File: config.mk
export PLATFORM = sky130hd
export DESIGN_NAME = shift_add_multiplier_flat
export DESIGN_NICKNAME = d
export VERILOG_FILES = /design/src/rtl/shift_add_multiplier_pkg.sv /design/src/rtl/shift_add_multiplier_if.sv /design/src/rtl/shift_add_multiplier_sign_adjust.sv /design/src/rtl/shift_add_multiplier.sv /design/src/flat_wrapper.sv
export SDC_FILE = /design/constraint.sdc
export NUM_CORES = 1
export LEC_CHECK = 0
export BUFFER_PORTS_ARGS = -buffer_cell sky130_fd_sc_hd__buf_2
export CAP_MARGIN = 10
export CORE_MARGIN = 5
export CORE_UTILIZATION = 25
export CTS_BUF_LIST = sky130_fd_sc_hd__clkbuf_8
export DETAILED_ROUTE_END_ITERATION = 8
export GPL_TIMING_DRIVEN = 0
export SYNTH_ARGS = -nofsm -noshare
export SYNTH_HDL_FRONTEND = slang
export SYNTH_HIERARCHICAL = 1
export SYNTH_SLANG_ARGS = --single-unit
File: constraint.sdc
create_clock -name CLK -period 4.4 [get_ports CLK]
set_input_delay 0.88 -clock CLK [delete_from_list [all_inputs] [get_ports CLK]]
set_output_delay 0.88 -clock CLK [all_outputs]
set_load 0.005 [all_outputs]
File: src/rtl/shift_add_multiplier_pkg.sv
// Shared types and helpers for the shift-add multiplier.
// Latency: n/a (types and constant functions only).
// Backpressure: n/a.
package shift_add_multiplier_pkg;

  typedef enum logic [1:0] {
    ST_IDLE = 2'd0,
    ST_RUN  = 2'd1,
    ST_DONE = 2'd2
  } state_e;

  // Bits needed for a down-counter that starts at 'steps' and stops at zero.
  function automatic int cnt_bits(input int steps);
    return (steps < 1) ? 1 : $clog2(steps + 1);
  endfunction

endpackage

File: src/rtl/shift_add_multiplier_if.sv
// Operand/result bundle with valid/ready on both sides of the multiplier.
// Latency: n/a (wiring only).
// Backpressure: the producer holds operands until in_ready; the consumer stalls results with out_ready.
interface shift_add_multiplier_if #(
  parameter int WIDTH_A   = 8,
  parameter int WIDTH_B   = 8,
  parameter int WIDTH_OUT = WIDTH_A + WIDTH_B
);
  logic                 in_valid;
  logic                 in_ready;
  logic                 signed_mode;
  logic [WIDTH_A-1:0]   multiplicand;
  logic [WIDTH_B-1:0]   multiplier;
  logic                 out_valid;
  logic                 out_ready;
  logic [WIDTH_OUT-1:0] product;
  logic                 busy;

  modport master (
    output in_valid, signed_mode, multiplicand, multiplier, out_ready,
    input  in_ready, out_valid, product, busy
  );

  modport slave (
    input  in_valid, signed_mode, multiplicand, multiplier, out_ready,
    output in_ready, out_valid, product, busy
  );
endinterface

File: src/rtl/shift_add_multiplier_sign_adjust.sv
// Conditional two's-complement negate; used both to take operand magnitudes and to sign the result.
// Latency: combinational.
// Backpressure: none.
module shift_add_multiplier_sign_adjust #(
  parameter int WIDTH = 8
) (
  input  logic [WIDTH-1:0] val_i,
  input  logic             neg_i,
  output logic [WIDTH-1:0] res_o
);

  // Negate when asked; the most-negative value maps onto itself, which reads back as 2^(W-1) unsigned.
  always_comb begin
    res_o = neg_i ? (~val_i + WIDTH'(1)) : val_i;
  end

endmodule

File: src/rtl/shift_add_multiplier.sv
// Radix-2 shift-add multiplier, signed or unsigned per operation, with a zero-operand fast path.
// Latency: product valid WIDTH_B cycles after accept (1 cycle if either operand is zero).
// Backpressure: in_ready only in IDLE; the product is held in DONE until out_ready.
module shift_add_multiplier
  import shift_add_multiplier_pkg::*;
#(
  parameter int WIDTH_A   = 8,
  parameter int WIDTH_B   = 8,
  parameter int WIDTH_OUT = WIDTH_A + WIDTH_B
) (
  input  logic                  CLK,
  input  logic                  RST_N,
  shift_add_multiplier_if.slave bus
);

  localparam int ACC_W = WIDTH_A + WIDTH_B;
  localparam int CNT_W = cnt_bits(WIDTH_B);
  localparam int EXT_W = (WIDTH_OUT > ACC_W) ? WIDTH_OUT : ACC_W;

  state_e               state_q, state_d;
  logic [ACC_W-1:0]     mcand_q, mcand_d;
  logic [WIDTH_B-1:0]   mreg_q, mreg_d;
  logic [ACC_W-1:0]     acc_q, acc_d;
  logic [CNT_W-1:0]     cnt_q, cnt_d;
  logic                 neg_q, neg_d;
  logic                 sext_q, sext_d;
  logic                 zero_q, zero_d;
  logic [WIDTH_OUT-1:0] product_q, product_d;

  logic [WIDTH_A-1:0]   mag_a;
  logic [WIDTH_B-1:0]   mag_b;
  logic [ACC_W-1:0]     acc_sum;
  logic [ACC_W-1:0]     res_adj;
  logic [EXT_W-1:0]     res_ext;
  logic [WIDTH_OUT-1:0] fit_res;
  logic                 accept;
  logic                 run_last;

  assign accept   = bus.in_valid && (state_q == ST_IDLE);
  assign run_last = zero_q || (cnt_q == CNT_W'(1));
  assign acc_sum  = acc_q + (mreg_q[0] ? mcand_q : '0);

  shift_add_multiplier_sign_adjust #(.WIDTH(WIDTH_A)) u_abs_a (
    .val_i (bus.multiplicand),
    .neg_i (bus.signed_mode && bus.multiplicand[WIDTH_A-1]),
    .res_o (mag_a)
  );

  shift_add_multiplier_sign_adjust #(.WIDTH(WIDTH_B)) u_abs_b (
    .val_i (bus.multiplier),
    .neg_i (bus.signed_mode && bus.multiplier[WIDTH_B-1]),
    .res_o (mag_b)
  );

  // Result sign is applied to the sum that includes the final step's partial product.
  shift_add_multiplier_sign_adjust #(.WIDTH(ACC_W)) u_neg_res (
    .val_i (acc_sum),
    .neg_i (neg_q),
    .res_o (res_adj)
  );

  // Fit the full-width result to the output: sign-extend signed ops, zero-extend unsigned, or keep low bits.
  always_comb begin
    res_ext = EXT_W'(res_adj);
    if (sext_q) res_ext = EXT_W'($signed(res_adj));
  end
  assign fit_res = res_ext[WIDTH_OUT-1:0];

  // State register.
  always_ff @(posedge CLK or negedge RST_N) begin
    if (!RST_N) state_q <= ST_IDLE;
    else        state_q <= state_d;
  end

  // Next state: accept -> RUN, last step or zero operand -> DONE, handshake -> IDLE.
  always_comb begin
    state_d = state_q;
    case (state_q)
      ST_IDLE: if (accept)        state_d = ST_RUN;
      ST_RUN:  if (run_last)      state_d = ST_DONE;
      ST_DONE: if (bus.out_ready) state_d = ST_IDLE;
      default:                    state_d = ST_IDLE;
    endcase
  end

  // Handshake outputs decoded from state only, so no input-to-output path exists.
  always_comb begin
    bus.in_ready  = (state_q == ST_IDLE);
    bus.out_valid = (state_q == ST_DONE);
    bus.busy      = (state_q != ST_IDLE);
  end
  assign bus.product = product_q;

  // Datapath next state: latch magnitudes at accept, one shift-add step per RUN cycle.
  always_comb begin
    mcand_d   = mcand_q;
    mreg_d    = mreg_q;
    acc_d     = acc_q;
    cnt_d     = cnt_q;
    neg_d     = neg_q;
    sext_d    = sext_q;
    zero_d    = zero_q;
    product_d = product_q;
    case (state_q)
      ST_IDLE: begin
        if (accept) begin
          mcand_d = ACC_W'(mag_a);
          mreg_d  = mag_b;
          acc_d   = '0;
          cnt_d   = CNT_W'(WIDTH_B);
          neg_d   = bus.signed_mode && (bus.multiplicand[WIDTH_A-1] ^ bus.multiplier[WIDTH_B-1]);
          sext_d  = bus.signed_mode;
          zero_d  = (bus.multiplicand == '0) || (bus.multiplier == '0);
        end
      end
      ST_RUN: begin
        acc_d   = acc_sum;
        mcand_d = mcand_q << 1;
        mreg_d  = mreg_q >> 1;
        cnt_d   = cnt_q - CNT_W'(1);
        // A zero operand leaves acc at zero, so the same path yields product 0 after one step.
        if (run_last) product_d = fit_res;
      end
      default: ;
    endcase
  end

  // Datapath registers; reset drops any in-flight operation.
  always_ff @(posedge CLK or negedge RST_N) begin
    if (!RST_N) begin
      mcand_q   <= '0;
      mreg_q    <= '0;
      acc_q     <= '0;
      cnt_q     <= '0;
      neg_q     <= 1'b0;
      sext_q    <= 1'b0;
      zero_q    <= 1'b0;
      product_q <= '0;
    end else begin
      mcand_q   <= mcand_d;
      mreg_q    <= mreg_d;
      acc_q     <= acc_d;
      cnt_q     <= cnt_d;
      neg_q     <= neg_d;
      sext_q    <= sext_d;
      zero_q    <= zero_d;
      product_q <= product_d;
    end
  end

endmodule

File: src/flat_wrapper.sv
// flat-port wrapper written by rule: the top's interface ports become plain ports
module shift_add_multiplier_flat import shift_add_multiplier_pkg::*;
#(
  parameter int WIDTH_A   = 8,
  parameter int WIDTH_B   = 8,
  parameter int WIDTH_OUT = WIDTH_A + WIDTH_B
)
  (CLK, RST_N, bus_in_valid, bus_signed_mode, bus_multiplicand, bus_multiplier, bus_out_ready, bus_in_ready, bus_out_valid, bus_product, bus_busy);
  shift_add_multiplier_if #(.WIDTH_A(WIDTH_A), .WIDTH_B(WIDTH_B), .WIDTH_OUT(WIDTH_OUT)) bus_i ();
  input  logic CLK;
  input  logic RST_N;
  input wire logic [$bits(bus_i.in_valid)-1:0] bus_in_valid;
  input wire logic [$bits(bus_i.signed_mode)-1:0] bus_signed_mode;
  input wire logic [$bits(bus_i.multiplicand)-1:0] bus_multiplicand;
  input wire logic [$bits(bus_i.multiplier)-1:0] bus_multiplier;
  input wire logic [$bits(bus_i.out_ready)-1:0] bus_out_ready;
  output wire logic [$bits(bus_i.in_ready)-1:0] bus_in_ready;
  output wire logic [$bits(bus_i.out_valid)-1:0] bus_out_valid;
  output wire logic [$bits(bus_i.product)-1:0] bus_product;
  output wire logic [$bits(bus_i.busy)-1:0] bus_busy;
  assign bus_i.in_valid = bus_in_valid;
  assign bus_i.signed_mode = bus_signed_mode;
  assign bus_i.multiplicand = bus_multiplicand;
  assign bus_i.multiplier = bus_multiplier;
  assign bus_i.out_ready = bus_out_ready;
  assign bus_in_ready = bus_i.in_ready;
  assign bus_out_valid = bus_i.out_valid;
  assign bus_product = bus_i.product;
  assign bus_busy = bus_i.busy;
  shift_add_multiplier #(.WIDTH_A(WIDTH_A), .WIDTH_B(WIDTH_B), .WIDTH_OUT(WIDTH_OUT)) u_core (.CLK(CLK), .RST_N(RST_N), .bus(bus_i));
endmodule
==> results of run 1 <==
[registers in the layout (all words and copies together), names as in the netlist]
name,flops
u_core/cnt_q,4
u_core/mcand_q,16
u_core/bus.product,16
u_core/neg_q,1
u_core/acc_q,16
u_core/mreg_q,8
u_core/zero_q,1
u_core/state_q,2
[power groups by stage]
stage	Combinational (mW)	Sequential (mW)	Clock, mW
global placement	1.47	0.968	0
finish	1.50	0.970	0.611
global route	1.69	1.00	0.651
floorplan	1.10	0.933	0
detailed placement	1.51	0.980	0
CTS	1.51	0.969	0.629
[timing repair]
item / in CTS / in global routing
endpoints found under the setup margin: 0 / 1
hold buffers: 0 / 0
gates resized for setup: 0 / 2
[logic make-up (layout without fill, tap and decap cells)]
group	count (synthesis)	in the layout	share of synthesized area
compound gates	130	130	0.220
xor+xnor	41	41	0.0854
fa+ha+maj	21	21	0.0643
buf+inv	36	90	0.0366
flops	64	64	0.381
mux	17	17	0.0452
simple gates	128	128	0.167
[placed cells by master (no fill, tap or decap), types with 3 or more instances in the layout]
| master | netlist | layout |
|---|---|---|
| a21o_1 | 5 | 5 |
| a21oi_1 | 30 | 30 |
| a22o_1 | 17 | 17 |
| a22oi_1 | 6 | 6 |
| and2_1 | 18 | 18 |
| and3b_1 | 8 | 8 |
| buf_2 | 0 | 38 |
| buf_4 | 3 | 4 |
| clkbuf_1 | 19 | 18 |
| clkbuf_8 | 0 | 13 |
| dfrtp_1 | 64 | 64 |
| ha_1 | 20 | 20 |
| inv_1 | 12 | 12 |
| mux2_1 | 9 | 9 |
| mux2_2 | 7 | 7 |
| nand2_1 | 47 | 47 |
| nand2b_1 | 6 | 6 |
| nand3_1 | 8 | 8 |
| nor2_1 | 8 | 8 |
| nor2b_1 | 8 | 8 |
| nor3_1 | 3 | 3 |
| nor4_1 | 5 | 5 |
| o21ai_0 | 23 | 23 |
| o21ai_1 | 16 | 16 |
| o21bai_1 | 4 | 4 |
| o2bb2ai_1 | 3 | 3 |
| o31ai_1 | 6 | 6 |
| or3_4 | 5 | 5 |
| or4_1 | 5 | 5 |
| xnor2_1 | 29 | 29 |
| xor2_1 | 12 | 12 |
[critical path: stages (launching register included)]
cell	delay, ps
dfrtp_1	480
and2_1	190
ha_1	200
fa_1	420
a21o_2	250
a31oi_4	220
nor2_2	90
a311oi_4	390
xnor2_1	180
or3_1	430
or4_1	430
o41ai_2	240
xnor2_1	150
mux2_1	290
[through the flow]
stage	total power, mW	instance area (µm²)	util	instances	setup WS [ps]
detailed placement	2.49	4680	0.283	696	267
floorplan	2.03	4200	-	437	753
CTS	3.11	4920	0.297	711	238
finish	3.08	4920	0.298	711	331
global route	3.34	4920	0.298	711	119
global placement	2.44	4670	0.283	696	329
[final cells by class]
cell class	instances	share of cell area
multi-input combinational	337	0.498
sequential	64	0.326
clock buffer	13	0.0364
timing repair buffer	39	0.0402
buffer	24	0.0224
clock inverter	2	0.0122
inverter	12	0.00916
tap	220	0.0560
[final timing paths]
kind                                         startpoint                                 end  cells past startpoint
setup / recovery           u_core/mreg_q[0]$_DFFE_PN0P_  u_core/bus.product[15]$_DFFE_PN0P_                     13
hold / removal              u_core/cnt_q[3]$_DFFE_PN0P_         u_core/cnt_q[3]$_DFFE_PN0P_                      1
setup reg to reg           u_core/mreg_q[0]$_DFFE_PN0P_  u_core/bus.product[15]$_DFFE_PN0P_                     13
hold reg to reg             u_core/cnt_q[3]$_DFFE_PN0P_         u_core/cnt_q[3]$_DFFE_PN0P_                      1
max in group asynchronous                         RST_N         u_core/acc_q[3]$_DFFE_PN0P_                      1
min in group asynchronous                         RST_N  u_core/bus.product[13]$_DFFE_PN0P_                      1
[routing by layer]
layer | GRT usage | vias to the layer above | part of all wire
li1 | - | 1683 | -
met1 | 0.146 | 1635 | 0.49
met2 | 0.172 | 63 | 0.46
met3 | 0.0278 | 10 | 0.036
met4 | 0.0326 | 0 | 0.015
met5 | 0 | - | 0
==> results.cfg, run 1 <==
[outcome]
status = complete, no violations

[setup_path]
crit_arrival_ps = 4300
worstSetupStartpointType = flop
cp.required_ps = 4630
critPathKind = reg -> reg
crit_path_end_kind = flop
path_max_fanout = 8
r2r_setup_slack_ps = 330

[floorplan]
coreArea_um2 = 16500
fp-row-count = 47
die_area_um2 = 19500
fp.dieW_um = 140
start_util = 0.254
die_h_um = 140
pin_count = 40

[cts]
cts_buffer_depth = 2
tritoncts = built
htree_num_levels = 3
cts_buffers = 9
clk_pin_slew_ps = 70
cts_setup_buffers = 0
cts_root_buf = clkbuf_8
clk_latency_ps = 350
cts_sinks = 64

[layout]
drive_above_1_share = 0.173
syn_to_final_growth_pct = 17.0
multi_input_area_um2 = 2450
num_antenna_cells = 0
nFillCells = 1714
num-nets-final = 529
regArea_um2 = 1600

[placement]
place.gp.congestion = 0.878
hpwl_um = 7700
io_buffers = 39

[detailed_routing]
routedWlPerCell_um = 14.4
drtIter0Drc = 157
drt-total-wl_um = 10300
drt_pass1_iterations = 4
vias = 3391
vias_per_cell = 4.77
drc = 0
final_antenna_net_count = 0

[sta]
rsz0062_at_grt = no
setup_viol_count_final = 0
holdWs_ps = 488
final_hold_viol_count = 0
worstMarginPinSlew_ps = 840
fmax_ghz = 0.246
finalCritPeriodShare = 0.925
fin_setup_tns_ps = 0
finalCriticalPeriod_ps = 4070
slew-limit-headroom = 0.440
slew_violations = 0
fin_skew_ps = 8.57

[flow_run]
drv_cap = 0

[synthesis]
synth.distinct_cells = 54
synthTopCellsByArea = dfrtp_1 (38%), xnor2_1 (6.0%), ha_1 (6.0%)
synth.most_common_cell = dfrtp_1
synth_area_per_cell_um2 = 9.62
syn_area_um2 = 4200
ys_seq_area_frac = 0.381
synth_common_cells = dfrtp_1 (64), nand2_1 (47), a21oi_1 (30)
ys_warn_count = 6
synth-async-reset-ratio = 1.00
ys_ff_latch = 64
synth_edf_count = 0
synth_top_area_frac = 0.381
synthFlopType = dfrtp_1
synth_top_cell_by_area = dfrtp_1
netlist_instances = 437
syn-num-nets = 479

[power]
seqPwrFrac = 0.315
clock_power_share = 0.198
intPower_mw = 1.81
switching_share = 0.414
p_sw_mw = 1.27
cellPowerDensity_nw_per_um2 = 627
max-vdd-ir-drop_v = 0.000179
p_leak_nw = 2.25
p_comb_frac = 0.487

[hold_path]
hp-class = reg -> reg

[grt]
overflow = 0
grt_max_degree = 65
antenna_found_initial = 0
grt_pass1_vias = 3425
grt_use_total = 0.108
grt_pass1_wl_um = 17400
No activity file was read; power rests on OpenSTA's default activity.
==> inputs of run 2 (changes only) <==
ABC_AREA = 1   (was not set)
==> run 2 against run 1 <==
Critical path depth up 8. Maximum frequency up 28%. Sequential cell count unchanged. Clock-buffer cell count down 3. Non-clock buffer count down 5. Sequential power up 2.3%. Register-to-register slack better by 880 ps. Routed wire length up 2.4%. Via count up 14%. Final cell count up 27%. Final area up 6.5%. Worst setup slack better by 880 ps. Largest power group unchanged.
==> results.cfg, run 2 <==
[outcome]
status = complete, no violations

[sta]
slew_violations = 0
finalCritPeriodShare = 0.725
rsz0062_at_grt = no
finalWorstSetupSlack_ps = 1210
slew-limit-headroom = 0.448
setup_viol_count_final = 0
fin_setup_tns_ps = 0
worstMarginPinSlew_ps = 828
final_hold_viol_count = 0
fmax_ghz = 0.313
finalCriticalPeriod_ps = 3190
fin_skew_ps = 9.83
holdWs_ps = 483

[setup_path]
cp.required_ps = 4640
crit_arrival_ps = 3430
path_max_fanout = 10
critPathKind = reg -> reg
crit_path_end_kind = flop
worstSetupStartpointType = flop
ff2ff_path_depth = 21

[synthesis]
ys_ff_latch = 64
synth_common_cells = nand2_1 (226), inv_1 (88), dfrtp_1 (64)
syn_area_um2 = 4510
synth_edf_count = 0
synth-async-reset-ratio = 1.00
syn-num-nets = 660
synth_top_area_frac = 0.355
synth.distinct_cells = 40
synth.most_common_cell = nand2_1
synthFlopType = dfrtp_1
synth_area_per_cell_um2 = 7.29
netlist_instances = 618
ys_seq_area_frac = 0.355
synthTopCellsByArea = dfrtp_1 (36%), nand2_1 (19%), inv_1 (7.3%)
synth_top_cell_by_area = dfrtp_1
ys_warn_count = 6

[placement]
place.gp.congestion = 0.828
io_buffers = 39
pre_cts_ws_ps = 1200
hpwl_um = 8160
place_inst = 886

[detailed_routing]
routedWlPerCell_um = 11.7
drt-total-wl_um = 10500
final_antenna_net_count = 0
vias_per_cell = 4.27
drt_pass1_iterations = 6
vias = 3849
drtIter0Drc = 189
drc = 0

[power]
p_leak_nw = 2.97
max-vdd-ir-drop_v = 0.000280
cellPowerDensity_nw_per_um2 = 682

[floorplan]
die_area_um2 = 20800
fp-row-count = 49
pin_count = 40
coreArea_um2 = 17800
start_util = 0.253
die_h_um = 144
fp.dieW_um = 144

[grt]
grt_use_total = 0.105
grt_max_degree = 65
antenna_found_initial = 0
grt_pass1_wl_um = 17500
grt_pass1_vias = 3553
overflow = 0

[layout]
nFillCells = 1944
drive_above_1_share = 0.158
fin_cells = 902
layout_common_cells = nand2_1 (226), inv_1 (89), dfrtp_1 (64), buf_2 (43), nand3_1 (38)
num-nets-final = 710
syn_to_final_growth_pct = 16.2
num_antenna_cells = 0
layout_commonest_cell = nand2_1

[cts]
clk_pin_slew_ps = 70
cts_setup_buffers = 0
cts_root_buf = clkbuf_8
cts_buffers = 9
cts_sinks = 64
cts_buffer_depth = 2
hold_buffers = 0
clk_latency_ps = 360
cts_resized = 0
tritoncts = built
htree_num_levels = 3

[hold_path]
holdPathStages = 2
hp-class = reg -> reg

[flow_run]
drv_cap = 0
[run 2: cell types whose count changed after synthesis, sizes merged, moves of 9 or more]
cell	change
buf	+11
a21oi	-19
o31ai	-9
nand3	+31
nor2	+28
and2	-11
inv	+80
nand2	+185
nand3b	+9
clkbuf	-16
xnor2	-22
a22o	-12
o21ai	-25
[run 2: worst max-delay path, stage by stage, from the launching register on]
cell	delay, ps
dfrtp_1	320
clkbuf_1	250
clkbuf_1	360
nand2_1	100
inv_1	90
ha_1	280
nand2_1	100
inv_1	60
a21oi_1	140
nand2_1	130
nand2_1	110
nand3_1	80
and2_1	200
nor2_1	180
inv_1	60
nor2_1	110
nand2_1	80
nand2_1	60
nand2_1	40
nand2_1	50
inv_1	40
mux2_2	250
[run 2: path summary, 6_finish.rpt]
path | from | to | slack (ps)
min reg2reg | u_core/mreg_q[5]$_DFFE_PN0P_ | u_core/mreg_q[5]$_DFFE_PN0P_ | 480
max reg2reg | u_core/mreg_q[0]$_DFFE_PN0P_ | u_core/bus.product[13]$_DFFE_PN0P_ | 1210
min | u_core/mreg_q[5]$_DFFE_PN0P_ | u_core/mreg_q[5]$_DFFE_PN0P_ | 480
min in group asynchronous | RST_N | u_core/zero_q$_DFFE_PN0P_ | 620
max | u_core/mreg_q[0]$_DFFE_PN0P_ | u_core/bus.product[13]$_DFFE_PN0P_ | 1210
max in group asynchronous | RST_N | u_core/acc_q[5]$_DFFE_PN0P_ | 3240
[run 2: power by group]
group / leakage, nW / total [mW] / switching [mW] / internal (mW)
logic: 2.02 / 1.95 / 1.17 / 0.783
registers: 0.826 / 0.992 / 0.153 / 0.839
clock network: 0.128 / 0.629 / 0.240 / 0.390
[run 2: kinds of logic after synthesis]
kind of cell             after synthesis  synth area share
buffers and inverters                111             0.102
XOR/XNOR                              20            0.0389
AO/OA/AOI/OAI                         51            0.0763
multiplexers                          16            0.0475
AND/OR/NAND/NOR                      335             0.320
adder cells (fa/ha/maj)               21            0.0600
flip-flops                            64             0.355
[run 2: metal layers]
layer,vias to the layer above,track usage,share of wire
met3,7,0.0274,0.048
met4,0,0.0265,0.012
li1,2052,-,-
met2,80,0.156,0.42
met5,-,0,0
met1,1710,0.152,0.52
[run 2: through the flow]
stage,utilization,instance area [µm²],power [mW]
floorplan,-,4510,2.46
global placement,0.280,4990,2.94
detailed placement,0.280,4990,2.97
CTS,0.294,5240,3.61
global route,0.294,5240,3.90
finish,0.294,5240,3.57
[run 2: layout make-up]
class                      instances  area (µm²)  share of cell area
multi-input combinational        443        2450               0.467
inverter                          92         345              0.0659
clock buffer                      10         138              0.0263
buffer                            19         115              0.0220
tap                              229         287              0.0547
timing repair buffer              39         198              0.0377
sequential                        64        1600               0.306
clock inverter                     6         108              0.0205
==> inputs of run 3 (changes only) <==
ABC_AREA = 0   (was 1)
clock period = 3.25 ns   (was 4.4 ns; I/O delays follow)
==> run 3 against run 2 <==
The run now ends with setup timing left. Hold slack got worse by 100 ps. Worst setup slack got worse by 1600 ps. Maximum frequency decreased by 13%. Largest cell class unchanged. Largest power group unchanged.
==> results.cfg, run 3 (synthesis gave the netlist of run 1 again) <==
[setup_path]
crit_arrival_ps = 3880
cp.required_ps = 3480
path_max_fanout = 7
worstSetupStartpointType = flop
critPathKind = reg -> reg
crit_path_end_kind = flop
r2r_setup_slack_ps = -400
r2r_start = u_core/mreg_q[0]$_DFFE_PN0P_
ff2ff_path_depth = 13
r2r-end = u_core/bus.product[15]$_DFFE_PN0P_

[cts]
cts_buffer_depth = 2
cts_buffers = 9
hold_buffers = 0
clk_latency_ps = 350
cts_root_buf = clkbuf_8
htree_num_levels = 3
clk_pin_slew_ps = 70
cts_sinks = 64
tritoncts = built

[layout]
drive_above_1_share = 0.254
layout_common_cells = dfrtp_1 (63), nand2_1 (46), buf_2 (38), xnor2_1 (25), a21oi_1 (24)
num-nets-final = 540
syn_to_final_growth_pct = 22.5
num_antenna_cells = 0
layout_commonest_cell = dfrtp_1

[floorplan]
fp-row-count = 47
die_h_um = 140
fp.dieW_um = 140
coreArea_um2 = 16500
pin_count = 40
die_area_um2 = 19500
start_util = 0.254

[detailed_routing]
drt_pass1_iterations = 5
routedWlPerCell_um = 14.1
vias = 3457
drc = 0
drt-total-wl_um = 10200
vias_per_cell = 4.78
drtIter0Drc = 134
final_antenna_net_count = 0

[outcome]
violations = setup timing
status = complete, but fails checks

[power]
cellPowerDensity_nw_per_um2 = 845
finalPower_mw = 4.35
max-vdd-ir-drop_v = 0.000304
p_leak_nw = 2.34

[sta]
fin_skew_ps = 8.83
slew-limit-headroom = 0.452
finalWorstSetupSlack_ps = -401
worstMarginPinSlew_ps = 815
final_hold_viol_count = 0
setup_viol_count_final = 7
finalCritPeriodShare = 1.12
finalCriticalPeriod_ps = 3650
fin_setup_tns_ps = -1640
slew_violations = 0
fmax_ghz = 0.274
rsz0062_at_grt = yes

[grt]
grt_max_degree = 65
grt_use_total = 0.105
grt_pass1_vias = 3405
grt_pass1_wl_um = 16700
antenna_found_initial = 1
overflow = 0

[placement]
place.gp.congestion = 0.814
hpwl_um = 7550
io_buffers = 39

[flow_run]
drv_cap = 0

[hold_path]
hp-class = in -> async
[run 3: how the worst max path moves through the flow]
stage	start	end
5_1_grt	u_core/mreg_q[0]$_DFFE_PN0P_	u_core/bus.product[15]$_DFFE_PN0P_
3_3_place_gp	u_core/mreg_q[0]$_DFFE_PN0P_	u_core/bus.product[15]$_DFFE_PN0P_
6_report	u_core/mreg_q[0]$_DFFE_PN0P_	u_core/bus.product[15]$_DFFE_PN0P_
2_1_floorplan	u_core/mreg_q[0]$_DFFE_PN0P_	u_core/bus.product[15]$_DFFE_PN0P_
4_1_cts	u_core/mreg_q[0]$_DFFE_PN0P_	u_core/bus.product[15]$_DFFE_PN0P_
3_5_place_dp	u_core/mreg_q[0]$_DFFE_PN0P_	u_core/bus.product[15]$_DFFE_PN0P_
[run 3: repair_timing]
item,CTS,global route
buffers inserted,10,3
gates resized for setup,21,14
setup endpoints to repair,10,9
pin swaps,16,7
[run 3: worst max-delay path, stage by stage (launching register included)]
cell and delay [ps]:
dfrtp_2 450, and2_4 160, ha_4 160, fa_2 340, a21o_4 230, a31oi_4 240
nor2_4 60, a311oi_4 350, xnor2_2 100, or3_4 380, or4_4 430, o41ai_4 220
xnor2_1 120, mux2_4 280
[run 3: metal layers]
layer,GRT usage,part of all wire
met1,0.148,0.49
met2,0.158,0.43
met3,0.0295,0.062
met4,0.0301,0.014
met5,0,0
[run 3: per-stage QoR]
step / utilization / cell area [µm²] / hold slack, ps / cells / setup slack (ps)
2_1_floorplan: - / 4240 / 354 / 437 / -262
5_1_grt: 0.312 / 5150 / 443 / 723 / -483
3_5_place_dp: 0.285 / 4710 / 480 / 696 / -773
4_1_cts: 0.306 / 5060 / 413 / 720 / -427
3_3_place_gp: 0.285 / 4710 / 468 / 696 / -657
6_report: 0.312 / 5150 / 380 / 723 / -401
[run 3: cell type report]
type / count / area, µm²
fill: 1676 / 11400
multi-input combinational: 337 / 2630
sequential: 64 / 1600
timing repair buffer: 52 / 299
tap: 220 / 275
clock buffer: 12 / 165
buffer: 22 / 105
inverter: 12 / 45.0
clock inverter: 4 / 27.5
[run 3: power breakdown]
| part | internal (mW) | switching [mW] |
|---|---|---|
| logic | 1.06 | 1.32 |
| clock network | 0.337 | 0.309 |
| registers | 1.09 | 0.234 |
